`src/rtl/conv_pkg.sv`:
```
// Shared types and default sizing for the convolution job launcher.
// Parameter defaults live here so every file in the slice agrees on them.
package conv_pkg;

  localparam int ADDR_W_DEF  = 12;
  localparam int DATA_W_DEF  = 16;
  localparam int TIMEOUT_DEF = 4095;

  typedef enum logic [2:0] {
    S_IDLE,
    S_RUN,
    S_WAIT_BUSY,
    S_READ,
    S_DRAIN,
    S_DONE,
    S_ERR
  } state_e;

endpackage

```
`src/rtl/conv_job_launcher_if.sv`:
```
// Result-stream valid/ready bundle between the job launcher and its consumer.
interface conv_job_launcher_if
  import conv_pkg::*;
#(
  parameter int DATA_W = DATA_W_DEF
);
  logic              out_valid;
  logic              out_ready;
  logic [DATA_W-1:0] out_data;
  logic              out_last;

  modport master (output out_valid, output out_data, output out_last, input out_ready);
  modport slave  (input out_valid, input out_data, input out_last, output out_ready);
endinterface

```
`src/rtl/conv_rb_skid.sv`:
```
// Two-entry FIFO used as the SRAM read-return buffer; head is combinational
// from registered storage.
module conv_rb_skid #(
  parameter int W = 17
) (
  input  logic         clk,
  input  logic         reset_b,
  input  logic         push,
  input  logic [W-1:0] push_data,
  input  logic         pop,
  output logic [W-1:0] head,
  output logic         full,
  output logic         empty,
  output logic [1:0]   count
);

  logic [W-1:0] mem [2];
  logic         wr_ptr;
  logic         rd_ptr;
  logic         do_push;
  logic         do_pop;

  assign empty   = (count == 2'd0);
  assign full    = (count == 2'd2);
  assign do_pop  = pop && !empty;
  assign do_push = push && (!full || do_pop);
  assign head    = mem[rd_ptr];

  // NOTE: state uses non-blocking assignments so every register samples the
  // pre-edge values; the storage is reset because its head is a visible output.
  always_ff @(posedge clk or posedge reset_b) begin
    if (reset_b) begin
      mem[0] <= '0;
      mem[1] <= '0;
      wr_ptr <= 1'b0;
      rd_ptr <= 1'b0;
      count  <= 2'd0;
    end else begin
      if (do_push) begin
        mem[wr_ptr] <= push_data;
        wr_ptr      <= ~wr_ptr;
      end
      if (do_pop) rd_ptr <= ~rd_ptr;
      count <= count + {1'b0, do_push} - {1'b0, do_pop};
    end
  end

endmodule

```
`src/rtl/conv_job_launcher.sv`:
```
// Launches back-to-back accelerator jobs and streams each job's result words.
// Build option: CONV_LAUNCH_CHECKSUM_EN enables the running checksum.
module conv_job_launcher
  import conv_pkg::*;
#(
  parameter int ADDR_W  = ADDR_W_DEF,
  parameter int DATA_W  = DATA_W_DEF,
  parameter int TIMEOUT = TIMEOUT_DEF
) (
  input  logic              clk,
  input  logic              reset_b,
  input  logic              start,
  input  logic [7:0]        job_count,
  input  logic [ADDR_W-1:0] result_base,
  input  logic [ADDR_W-1:0] result_len,
  output logic              dut_run,
  input  logic              dut_busy,
  output logic [ADDR_W-1:0] sram_rd_addr,
  input  logic [DATA_W-1:0] sram_rd_data,
  conv_job_launcher_if.master out_if,
  output logic              done,
  output logic              error,
  output logic [DATA_W-1:0] checksum
);

  localparam int WAIT_W = $clog2(TIMEOUT + 1);

  state_e            state;
  logic [7:0]        job_count_q;
  logic [7:0]        job_cnt;
  logic [ADDR_W-1:0] base_q;
  logic [ADDR_W-1:0] len_q;
  logic [ADDR_W-1:0] idx;
  logic [ADDR_W-1:0] addr_q;
  logic [WAIT_W-1:0] wait_cnt;
  logic              rd_pending;
  logic              rd_last_pending;

  logic [DATA_W:0]   head;
  logic              full;
  logic              empty;
  logic [1:0]        count;
  logic              pop;
  logic [2:0]        cnt_after;
  logic              issue;
  logic              last_idx;
  logic              start_acc;
  logic              timed_out;

  conv_rb_skid #(.W(DATA_W + 1)) u_skid (
    .clk       (clk),
    .reset_b   (reset_b),
    .push      (rd_pending),
    .push_data ({rd_last_pending, sram_rd_data}),
    .pop       (pop),
    .head      (head),
    .full      (full),
    .empty     (empty),
    .count     (count)
  );

  assign out_if.out_valid = !empty;
  assign out_if.out_data  = empty ? '0 : head[DATA_W-1:0];
  assign out_if.out_last  = !empty && head[DATA_W];
  assign pop              = out_if.out_valid && out_if.out_ready;

  // A new read may go out only if the buffer still has a slot for it after
  // this cycle's push/pop, with the word already in flight counted.
  assign cnt_after = {1'b0, count} + {2'b00, rd_pending} - {2'b00, pop};
  assign issue     = (state == S_READ) && (cnt_after <= 3'd1);
  assign last_idx  = (idx == len_q - ADDR_W'(1));
  assign start_acc = (state == S_IDLE) && start;
  assign timed_out = (wait_cnt == WAIT_W'(TIMEOUT));

  assign sram_rd_addr = addr_q;

  always_ff @(posedge clk or posedge reset_b) begin
    if (reset_b) begin
      state           <= S_IDLE;
      dut_run         <= 1'b0;
      done            <= 1'b0;
      error           <= 1'b0;
      job_count_q     <= '0;
      job_cnt         <= '0;
      base_q          <= '0;
      len_q           <= '0;
      idx             <= '0;
      addr_q          <= '0;
      wait_cnt        <= '0;
      rd_pending      <= 1'b0;
      rd_last_pending <= 1'b0;
    end else begin
      done            <= 1'b0;
      rd_pending      <= issue;
      rd_last_pending <= issue && last_idx;
      wait_cnt        <= wait_cnt + WAIT_W'(1);

      case (state)
        S_IDLE: begin
          if (start) begin
            job_count_q <= job_count;
            base_q      <= result_base;
            len_q       <= result_len;
            job_cnt     <= '0;
            error       <= 1'b0;
            wait_cnt    <= '0;
            if (job_count == 8'd0) begin
              state <= S_DONE;
            end else begin
              state   <= S_RUN;
              dut_run <= 1'b1;
            end
          end
        end

        S_RUN: begin
          if (dut_busy) begin
            dut_run  <= 1'b0;
            state    <= S_WAIT_BUSY;
            wait_cnt <= '0;
          end else if (timed_out) begin
            dut_run  <= 1'b0;
            error    <= 1'b1;
            state    <= S_ERR;
            wait_cnt <= '0;
          end
        end

        S_WAIT_BUSY: begin
          if (!dut_busy) begin
            wait_cnt <= '0;
            if (len_q == '0) begin
              state <= S_DRAIN;
            end else begin
              state  <= S_READ;
              addr_q <= base_q;
              idx    <= '0;
            end
          end else if (timed_out) begin
            error    <= 1'b1;
            state    <= S_ERR;
            wait_cnt <= '0;
          end
        end

        S_READ: begin
          if (issue) begin
            addr_q <= addr_q + ADDR_W'(1);
            idx    <= idx + ADDR_W'(1);
            if (last_idx) begin
              state    <= S_DRAIN;
              wait_cnt <= '0;
            end
          end
        end

        // The job is finished once the last word has left the buffer.
        S_DRAIN: begin
          if (!rd_pending && empty) begin
            wait_cnt <= '0;
            job_cnt  <= job_cnt + 8'd1;
            if (job_cnt + 8'd1 == job_count_q) begin
              state <= S_DONE;
            end else begin
              state   <= S_RUN;
              dut_run <= 1'b1;
            end
          end
        end

        S_DONE: begin
          done     <= 1'b1;
          state    <= S_IDLE;
          wait_cnt <= '0;
        end

        S_ERR: begin
          state    <= S_IDLE;
          wait_cnt <= '0;
        end

        default: state <= S_IDLE;
      endcase
    end
  end

  always_ff @(posedge clk) begin
    if (!reset_b) assert (!(rd_pending && full && !pop));
  end

`ifdef CONV_LAUNCH_CHECKSUM_EN
  logic [DATA_W-1:0] checksum_q;

  always_ff @(posedge clk or posedge reset_b) begin
    if (reset_b)        checksum_q <= '0;
    else if (start_acc) checksum_q <= '0;
    else if (pop)       checksum_q <= checksum_q + out_if.out_data;
  end

  assign checksum = checksum_q;
`else
  assign checksum = '0;
`endif

endmodule

```
`src/flat_wrapper.sv`:
```
// flat-port wrapper written by rule: the top's interface ports become plain ports
module conv_job_launcher_flat import conv_pkg::*;
#(
  parameter int ADDR_W  = ADDR_W_DEF,
  parameter int DATA_W  = DATA_W_DEF,
  parameter int TIMEOUT = TIMEOUT_DEF
)
  (clk, reset_b, start, job_count, result_base, result_len, dut_run, dut_busy, sram_rd_addr, sram_rd_data, done, error, checksum, out_if_out_valid, out_if_out_data, out_if_out_last, out_if_out_ready);
  conv_job_launcher_if #(.DATA_W(DATA_W)) out_if_i ();
  input  logic clk;
  input  logic reset_b;
  input  logic start;
  input  logic [7:0] job_count;
  input  logic [ADDR_W-1:0] result_base;
  input  logic [ADDR_W-1:0] result_len;
  output logic dut_run;
  input  logic dut_busy;
  output logic [ADDR_W-1:0] sram_rd_addr;
  input  logic [DATA_W-1:0] sram_rd_data;
  output logic done;
  output logic error;
  output logic [DATA_W-1:0] checksum;
  output wire logic [$bits(out_if_i.out_valid)-1:0] out_if_out_valid;
  output wire logic [$bits(out_if_i.out_data)-1:0] out_if_out_data;
  output wire logic [$bits(out_if_i.out_last)-1:0] out_if_out_last;
  input wire logic [$bits(out_if_i.out_ready)-1:0] out_if_out_ready;
  assign out_if_out_valid = out_if_i.out_valid;
  assign out_if_out_data = out_if_i.out_data;
  assign out_if_out_last = out_if_i.out_last;
  assign out_if_i.out_ready = out_if_out_ready;
  conv_job_launcher #(.ADDR_W(ADDR_W), .DATA_W(DATA_W), .TIMEOUT(TIMEOUT)) u_core (.clk(clk), .reset_b(reset_b), .start(start), .job_count(job_count), .result_base(result_base), .result_len(result_len), .dut_run(dut_run), .dut_busy(dut_busy), .sram_rd_addr(sram_rd_addr), .sram_rd_data(sram_rd_data), .out_if(out_if_i), .done(done), .error(error), .checksum(checksum));
endmodule
```
`config.mk`:
```
export PLATFORM = sky130hd
export DESIGN_NAME = conv_job_launcher_flat
export DESIGN_NICKNAME = d
export VERILOG_FILES = /design/src/rtl/conv_pkg.sv /design/src/rtl/conv_job_launcher_if.sv /design/src/rtl/conv_rb_skid.sv /design/src/rtl/conv_job_launcher.sv /design/src/flat_wrapper.sv
export SDC_FILE = /design/constraint.sdc
export NUM_CORES = 1
export LEC_CHECK = 0
export BUFFER_PORTS_ARGS = -buffer_cell sky130_fd_sc_hd__buf_2
export CORE_MARGIN = 3
export CORE_UTILIZATION = 35
export CTS_CLUSTER_DIAMETER = 40
export DETAILED_ROUTE_END_ITERATION = 6
export SLEW_MARGIN = 20
export SYNTH_ARGS = -nofsm -noshare
export SYNTH_HDL_FRONTEND = slang
export SYNTH_SLANG_ARGS = --single-unit
```
`constraint.sdc`:
```
create_clock -name clk -period 8.4 [get_ports clk]
set_input_delay 1.26 -clock clk [delete_from_list [all_inputs] [get_ports clk]]
set_output_delay 1.26 -clock clk [all_outputs]
set_load 0.03 [all_outputs]
```
==> results of run 1 <==
==> final cells by class <==
type	count	area [um2]
Clock buffer	19	453
Clock inverter	12	173
Fill cell	1765	10400
Inverter	13	51.3
Multi-Input combinational cell	467	3190
Sequential cell	122	3050
Tap cell	229	287
Timing Repair Buffer	89	455
==> power by group <==
part,internal (mW),total [mW],switching (mW)
registers,0.789,0.998,0.208
logic,0.441,1.04,0.596
clock network,0.508,0.775,0.267
==> placed cells by master (no fill, tap or decap), drive strengths merged, types with 3 or more instances in the layout <==
cell type / instances
clkinv: 6
and3: 13
dfrtp: 122
a21boi: 3
nor2: 64
mux2: 64
xnor2: 31
o31ai: 3
buf: 89
or2: 3
nor4: 3
conb: 16
o41ai: 3
a21oi: 33
and2: 3
nor3: 13
nand4: 8
a31oi: 4
inv: 13
nor2b: 4
a211oi: 5
o22ai: 4
o21ai: 27
clkbuf: 19
nand3: 23
mux2i: 19
xor2: 16
nand4b: 3
nor3b: 4
bufinv: 4
nand2: 54
nand2b: 4
ha: 9
==> worst max-delay path by stage <==
stage | to | slack [ns] | cells past startpoint
2_1_floorplan | u_core.base_q[0] | 3.90 | 1
3_3_place_gp | u_core.wait_cnt[1] | 3.71 | 14
3_5_place_dp | u_core.wait_cnt[1] | 3.66 | 14
4_1_cts | u_core.wait_cnt[1] | 4.02 | 16
5_1_grt | u_core.wait_cnt[2] | 3.72 | 16
6_report | u_core.wait_cnt[1] | 4.06 | 16
==> cell families after synthesis <==
kind of cell    Yosys count
xor+xnor                 47
compound gates          103
buf+inv                  61
other cells               1
flops                   122
fa+ha+maj                10
mux                      83
simple gates            208
==> per-stage QoR <==
step / setup slack, ns / area [um2] / hold WS [ns]
CTS: 4.02 / 7660 / 0.459
floorplan: 3.90 / 6540 / 0.421
global placement: 3.71 / 7040 / 0.447
global route: 3.72 / 7660 / 0.494
finish: 4.06 / 7660 / 0.456
detailed placement: 3.66 / 7040 / 0.457
==> layer usage <==
layer  wire (um)  GRT usage (%)  vias to the layer above
met5          13              0                        -
met4         184           5.45                        2
met3         669           3.73                       19
met2        6650           23.2                       98
met1        6910           19.5                     2305
li1            -              -                     2365
==> state kept, by name, indices dropped and copies added, names as in the netlist, 2 cells and up <==
signal	cells
u_core.u_skid.mem	34
u_core.base_q	12
u_core.idx	12
u_core.len_q	12
u_core.sram_rd_addr	12
u_core.wait_cnt	12
u_core.job_cnt	8
u_core.job_count_q	8
u_core.state	3
u_core.u_skid.count	2
==> flow_metrics.py, run 1 <==
metrics = {
    "detailed_routing": {
        "routed_wl_um": 14400,
        "dr.pass1.iters": 4,
        "vias_per_cell": 5.04,
        "drc": 0,
        "wire_per_inst_um": 15.2,
        "drt_iter0_markers": 237,
        "ant_nets": 0,
        "vias": 4789,
    },
    "sta": {
        "drv_slew": 0,
        "report.final.setup_viol": 0,
        "finalCritPeriodShare_pct": 51.7,
        "post-route-min-period_ns": 4.34,
        "max_slew_margin_pct": 25.9,
        "tightest_slew_ns": 1.10,
        "tns_ns": 0,
        "fin_skew_ns": 0.00853,
        "fmax_ghz": 0.230,
        "rsz0062_at_grt": "false",
        "hold_viol": 0,
    },
    "critical_path": {
        "cp.arrival_ns": 4.61,
        "startpoint_type": "flip-flop",
        "r2r_start": "u_core.u_skid.count[1]",
        "required_ns": 8.67,
        "reg2reg_slack_ns": 4.06,
        "slowest_delay_ns": 0.52,
        "critPathCaptureType": "flip-flop",
        "cpMostUsedCell": "inv_1",
        "cpMaxStageDelayCell": "or4_1",
        "path_buf_inv": 4,
        "r2r_cells": 16,
        "path_cells": "nor2_1, buf_4, inv_1, and2_1, ha_1, inv_1, ha_1, inv_1, fa_1, xnor2_1, nand2_1, or4_1, or4b_1, nand4b_4, o21ai_2, a21boi_0",
        "crit_start": "u_core.u_skid.count[1]",
        "crit_family": "simple AND/OR/NAND/NOR gates",
        "r2r-end": "u_core.wait_cnt[1]",
        "criticalPathCategory": "reg -> reg",
        "crit_fanout": 18,
    },
    "floorplan": {
        "die_h_um": 142,
        "rows": 49,
        "die_width_um": 142,
        "dieArea_mm2": 0.0202,
        "core_mm2": 0.0181,
        "start_util_pct": 35.8,
        "ioPinCount": 102,
    },
    "placed_design": {
        "dpl.hpwl_um": 9960,
        "port_buffers": 85,
        "place.gp.congestion": 0.818,
        "dp.cells": 920,
    },
    "power": {
        "power.leakage_nw": 3.51,
        "ir_drop_uv": 211,
        "total_power_mw": 2.81,
        "powerDensity_mw_per_mm2": 367,
    },
    "synthesis": {
        "synth_commonest_cells": "dfrtp_1, mux2_2, nor2_1",
        "synth_top_family_by_area": "simple AND/OR/NAND/NOR gates",
        "yosysTopAreaCell": "dfrtp_1",
        "synth.area.mux_share_pct": 14.1,
        "synth-simple-area-share_pct": 15.7,
        "synth_top_area_share_pct": 47.1,
        "postSynth.asyncResetShare_pct": 100,
        "syn_inst": 635,
        "ys_top_cells_by_area": "dfrtp_1, mux2_2, xnor2_1, nor2_1, nand2_1",
        "synth_cell_type_count": 62,
        "ys_ff_latch": 122,
        "yosysMostFrequentCell": "dfrtp_1",
        "synth_edf_count": 0,
        "synth_xor_area_share_pct": 6.35,
        "synth_area_mm2": 0.00648,
        "synth_fa_ha_area_share_pct": 2.05,
        "synth.avg_cell_area_um2": 10.2,
        "yosys_warnings": 0,
        "synth-seq-area-share_pct": 47.1,
        "synth-compound-area-share_pct": 10.1,
        "synthFlopType": "dfrtp_1",
    },
    "grt": {
        "grt_first_pass_wirelength_um": 23500,
        "grt_max_degree": 66,
        "globalRouteOverflowTotal": 0,
        "grtUsageTotal_pct": 14.7,
        "grt_pass1_vias": 4636,
        "antenna_found_initial": 1,
    },
    "layout": {
        "post-route-util_pct": 42.4,
        "n_antenna_cell": 0,
        "fin_nets": 773,
        "layout.cells.non_filler": 951,
        "area.growth.synth_to_final_pct": 18.2,
        "drive_above_1_share_pct": 27.3,
    },
    "clock_network": {
        "htreeDepth": 4,
        "numCtsBuffers": 17,
        "cts_tree": "built",
        "postCtsSetupBuffers": 0,
        "clock_latency_ns": 0.42,
        "holdBufCountCts": 0,
        "cts.repair.resized": 0,
        "cts_sinks": 122,
        "clk_pin_slew_ns": 0.06,
        "clockRootBuffer": "clkbuf_16",
        "clockBufferDepth": 2,
    },
    "worst_hold_path": {
        "hold_end": "u_core.wait_cnt[0]",
        "whs_path_depth": 1,
        "worstHoldStart": "u_core.wait_cnt[0]",
        "min_path_type": "reg -> reg",
    },
    "run": {
        "drv_cap": 0,
    },
    "outcome": {
        "status": "complete, no violations",
    },
}
Note: power is estimated with default switching activity, not from simulation.
==> run 2, diff against run 1 <==
ABC_AREA = 1   (was not set)
clock period = 3.7 ns   (was 8.4 ns; I/O delays follow)
==> run 2 against run 1 <==
Net effect: die area increased by 3.7%; total power increased by 140%; fmax up 43%; sequential cell count is the same; clock skew grew 0.0033 ns; highest routed layer is now met4; sequential share of layout area is 1.4 points lower.
==> flow_metrics.py, run 2 <==
metrics = {
    "outcome": {
        "status": "complete, no violations",
    },
    "power": {
        "power.leakage_nw": 4.06,
        "ir_drop_uv": 462,
        "powerDensity_mw_per_mm2": 854,
    },
    "synthesis": {
        "synth_xor_area_share_pct": 4.03,
        "synth_commonest_cells": "nand2_1, dfrtp_1, inv_1",
        "synth_edf_count": 0,
        "syn_inst": 871,
        "synth_top_family_by_area": "simple AND/OR/NAND/NOR gates",
        "synth_fa_ha_area_share_pct": 1.97,
        "synth_top_area_share_pct": 45.4,
        "synthFlopType": "dfrtp_1",
        "synth_area_mm2": 0.00673,
        "yosysTopAreaCell": "dfrtp_1",
        "synth-compound-area-share_pct": 11.6,
        "postSynth.asyncResetShare_pct": 100,
        "yosysMostFrequentCell": "nand2_1",
        "ys_top_cells_by_area": "dfrtp_1, nand2_1, inv_1, o21ai_0, nand3_1",
        "yosys_warnings": 0,
        "synth.area.mux_share_pct": 0,
        "synth.avg_cell_area_um2": 7.73,
        "synth-simple-area-share_pct": 26.8,
        "ys_ff_latch": 122,
        "synth-seq-area-share_pct": 45.4,
        "synth_cell_type_count": 48,
    },
    "floorplan": {
        "dieArea_mm2": 0.0209,
        "die_width_um": 145,
        "start_util_pct": 35.9,
        "rows": 50,
        "die_h_um": 145,
        "ioPinCount": 102,
        "core_mm2": 0.0188,
    },
    "layout": {
        "mostFrequentLayoutCell": "nand2_1",
        "top_register": "u_core.u_skid.mem",
        "area.growth.synth_to_final_pct": 18.0,
        "layout_common_cells": "nand2_1, dfrtp_1, inv_1",
        "largest_reg_flops": 34,
        "fin_nets": 1019,
        "n_antenna_cell": 0,
        "post-route-util_pct": 42.3,
        "drive_above_1_share_pct": 17.2,
    },
    "grt": {
        "busiest_layer": "met2",
        "grtUsageTotal_pct": 15.5,
        "grt_first_pass_wirelength_um": 25900,
        "met2_usage_pct": 23.5,
        "grt_max_degree": 96,
        "globalRouteOverflowTotal": 0,
        "use_met1_pct": 21.9,
        "antenna_found_initial": 0,
        "grt_pass1_vias": 5317,
        "globalRouteMet3Util_pct": 3.19,
    },
    "placed_design": {
        "dp_slack_ns": 0.480,
        "dpl.hpwl_um": 11000,
        "port_buffers": 85,
        "place.gp.congestion": 0.843,
    },
    "detailed_routing": {
        "dr.pass1.iters": 4,
        "drc": 0,
        "vias_per_cell": 4.66,
        "ant_nets": 0,
        "wire_per_inst_um": 13.0,
        "drt_iter0_markers": 245,
        "vias": 5600,
        "routed_wl_um": 15700,
    },
    "sta": {
        "fmax_ghz": 0.330,
        "finalCritPeriodShare_pct": 81.9,
        "report.final.setup_viol": 0,
        "tns_ns": 0,
        "rsz0062_at_grt": "false",
        "hold_viol": 0,
        "drv_slew": 0,
        "tightest_slew_ns": 1.00,
        "layout_setup_ws_ns": 0.671,
        "max_slew_margin_pct": 33.1,
        "fin_skew_ns": 0.0118,
        "post-route-min-period_ns": 3.03,
    },
    "critical_path": {
        "crit_family": "simple AND/OR/NAND/NOR gates",
        "cpMaxStageDelayCell": "o22ai_4",
        "criticalPathCategory": "reg -> reg",
        "slowest_delay_ns": 0.48,
        "path_cells": "nor2_4, nor2_1, ha_1, inv_1, ha_1, inv_1, fa_1, inv_1, nand2_1, nand3_2, nor2_4, o22ai_4, inv_4, nand3_1, nand2_1, nand2_1, nor2_1",
        "path_buf_inv": 4,
        "required_ns": 4.00,
        "startpoint_type": "flip-flop",
        "crit_fanout": 26,
        "cp.arrival_ns": 3.33,
        "critPathCaptureType": "flip-flop",
    },
    "clock_network": {
        "clockRootBuffer": "clkbuf_16",
        "clk_pin_slew_ns": 0.06,
        "postCtsSetupBuffers": 0,
        "cts_sinks": 122,
        "clockBufferDepth": 2,
        "numCtsBuffers": 17,
        "holdBufCountCts": 0,
        "clock_latency_ns": 0.42,
        "cts.repair.resized": 0,
        "cts_tree": "built",
        "htreeDepth": 4,
    },
    "run": {
        "drv_cap": 0,
    },
    "worst_hold_path": {
        "min_path_type": "in -> async",
    },
}
run 2: report_power, final:
group	internal [mW]	switching (mW)	leakage, nW	total, mW
clock	1.07	0.659	0.292	1.73
sequential	1.82	0.381	1.56	2.20
combinational	0.930	1.92	2.21	2.85
run 2: path summary, 6_finish.rpt:
kind                                             start                       to  slack (ns)  cells past startpoint
worst max-delay path            u_core.u_skid.count[1]            u_core.idx[5]        0.67                     17
worst min-delay path                           reset_b          u_core.len_q[2]        0.23                      2
worst max register to register  u_core.u_skid.count[1]            u_core.idx[5]        0.67                     17
worst min register to register         u_core.state[1]              u_core.done        0.48                      1
max in group asynchronous                      reset_b  u_core.sram_rd_addr[10]        2.56                      3
min in group clk                        result_base[3]         u_core.base_q[3]        0.35                      3
run 2: per-stage QoR:
stage	cell area (um2)	hold WS, ns	std cells	power [mW]
floorplan	6790	0.434	886	4.38
global placement	7330	0.464	1171	5.05
detailed placement	7330	0.465	1171	5.09
CTS	7940	0.250	1203	6.86
global route	7940	0.286	1203	7.34
finish	7940	0.226	1203	6.78
run 2: cell families (layout without fill, tap and decap cells):
kind of cell / count (synthesis) / count (layout)
simple gates: 417 / 417
other cells: 1 / 16
xor+xnor: 31 / 31
compound gates: 131 / 131
buf+inv: 159 / 242
flops: 122 / 122
fa+ha+maj: 10 / 10
run 2: area by class of cell:
type	instances	area, um2
Clock buffer	17	425
Clock inverter	15	188
Fill cell	1928	10800
Inverter	119	453
Multi-Input combinational cell	605	3050
Sequential cell	122	3050
Tap cell	234	293
Timing Repair Buffer	91	483
run 2: layer usage:
metal | vias to the layer above | wire [um] | share of wire [%]
met2 | 130 | 6930 | 44
met3 | 24 | 714 | 4.6
met5 | - | 0 | 0
li1 | 2905 | - | -
met1 | 2541 | 7640 | 49
met4 | 0 | 367 | 2.3
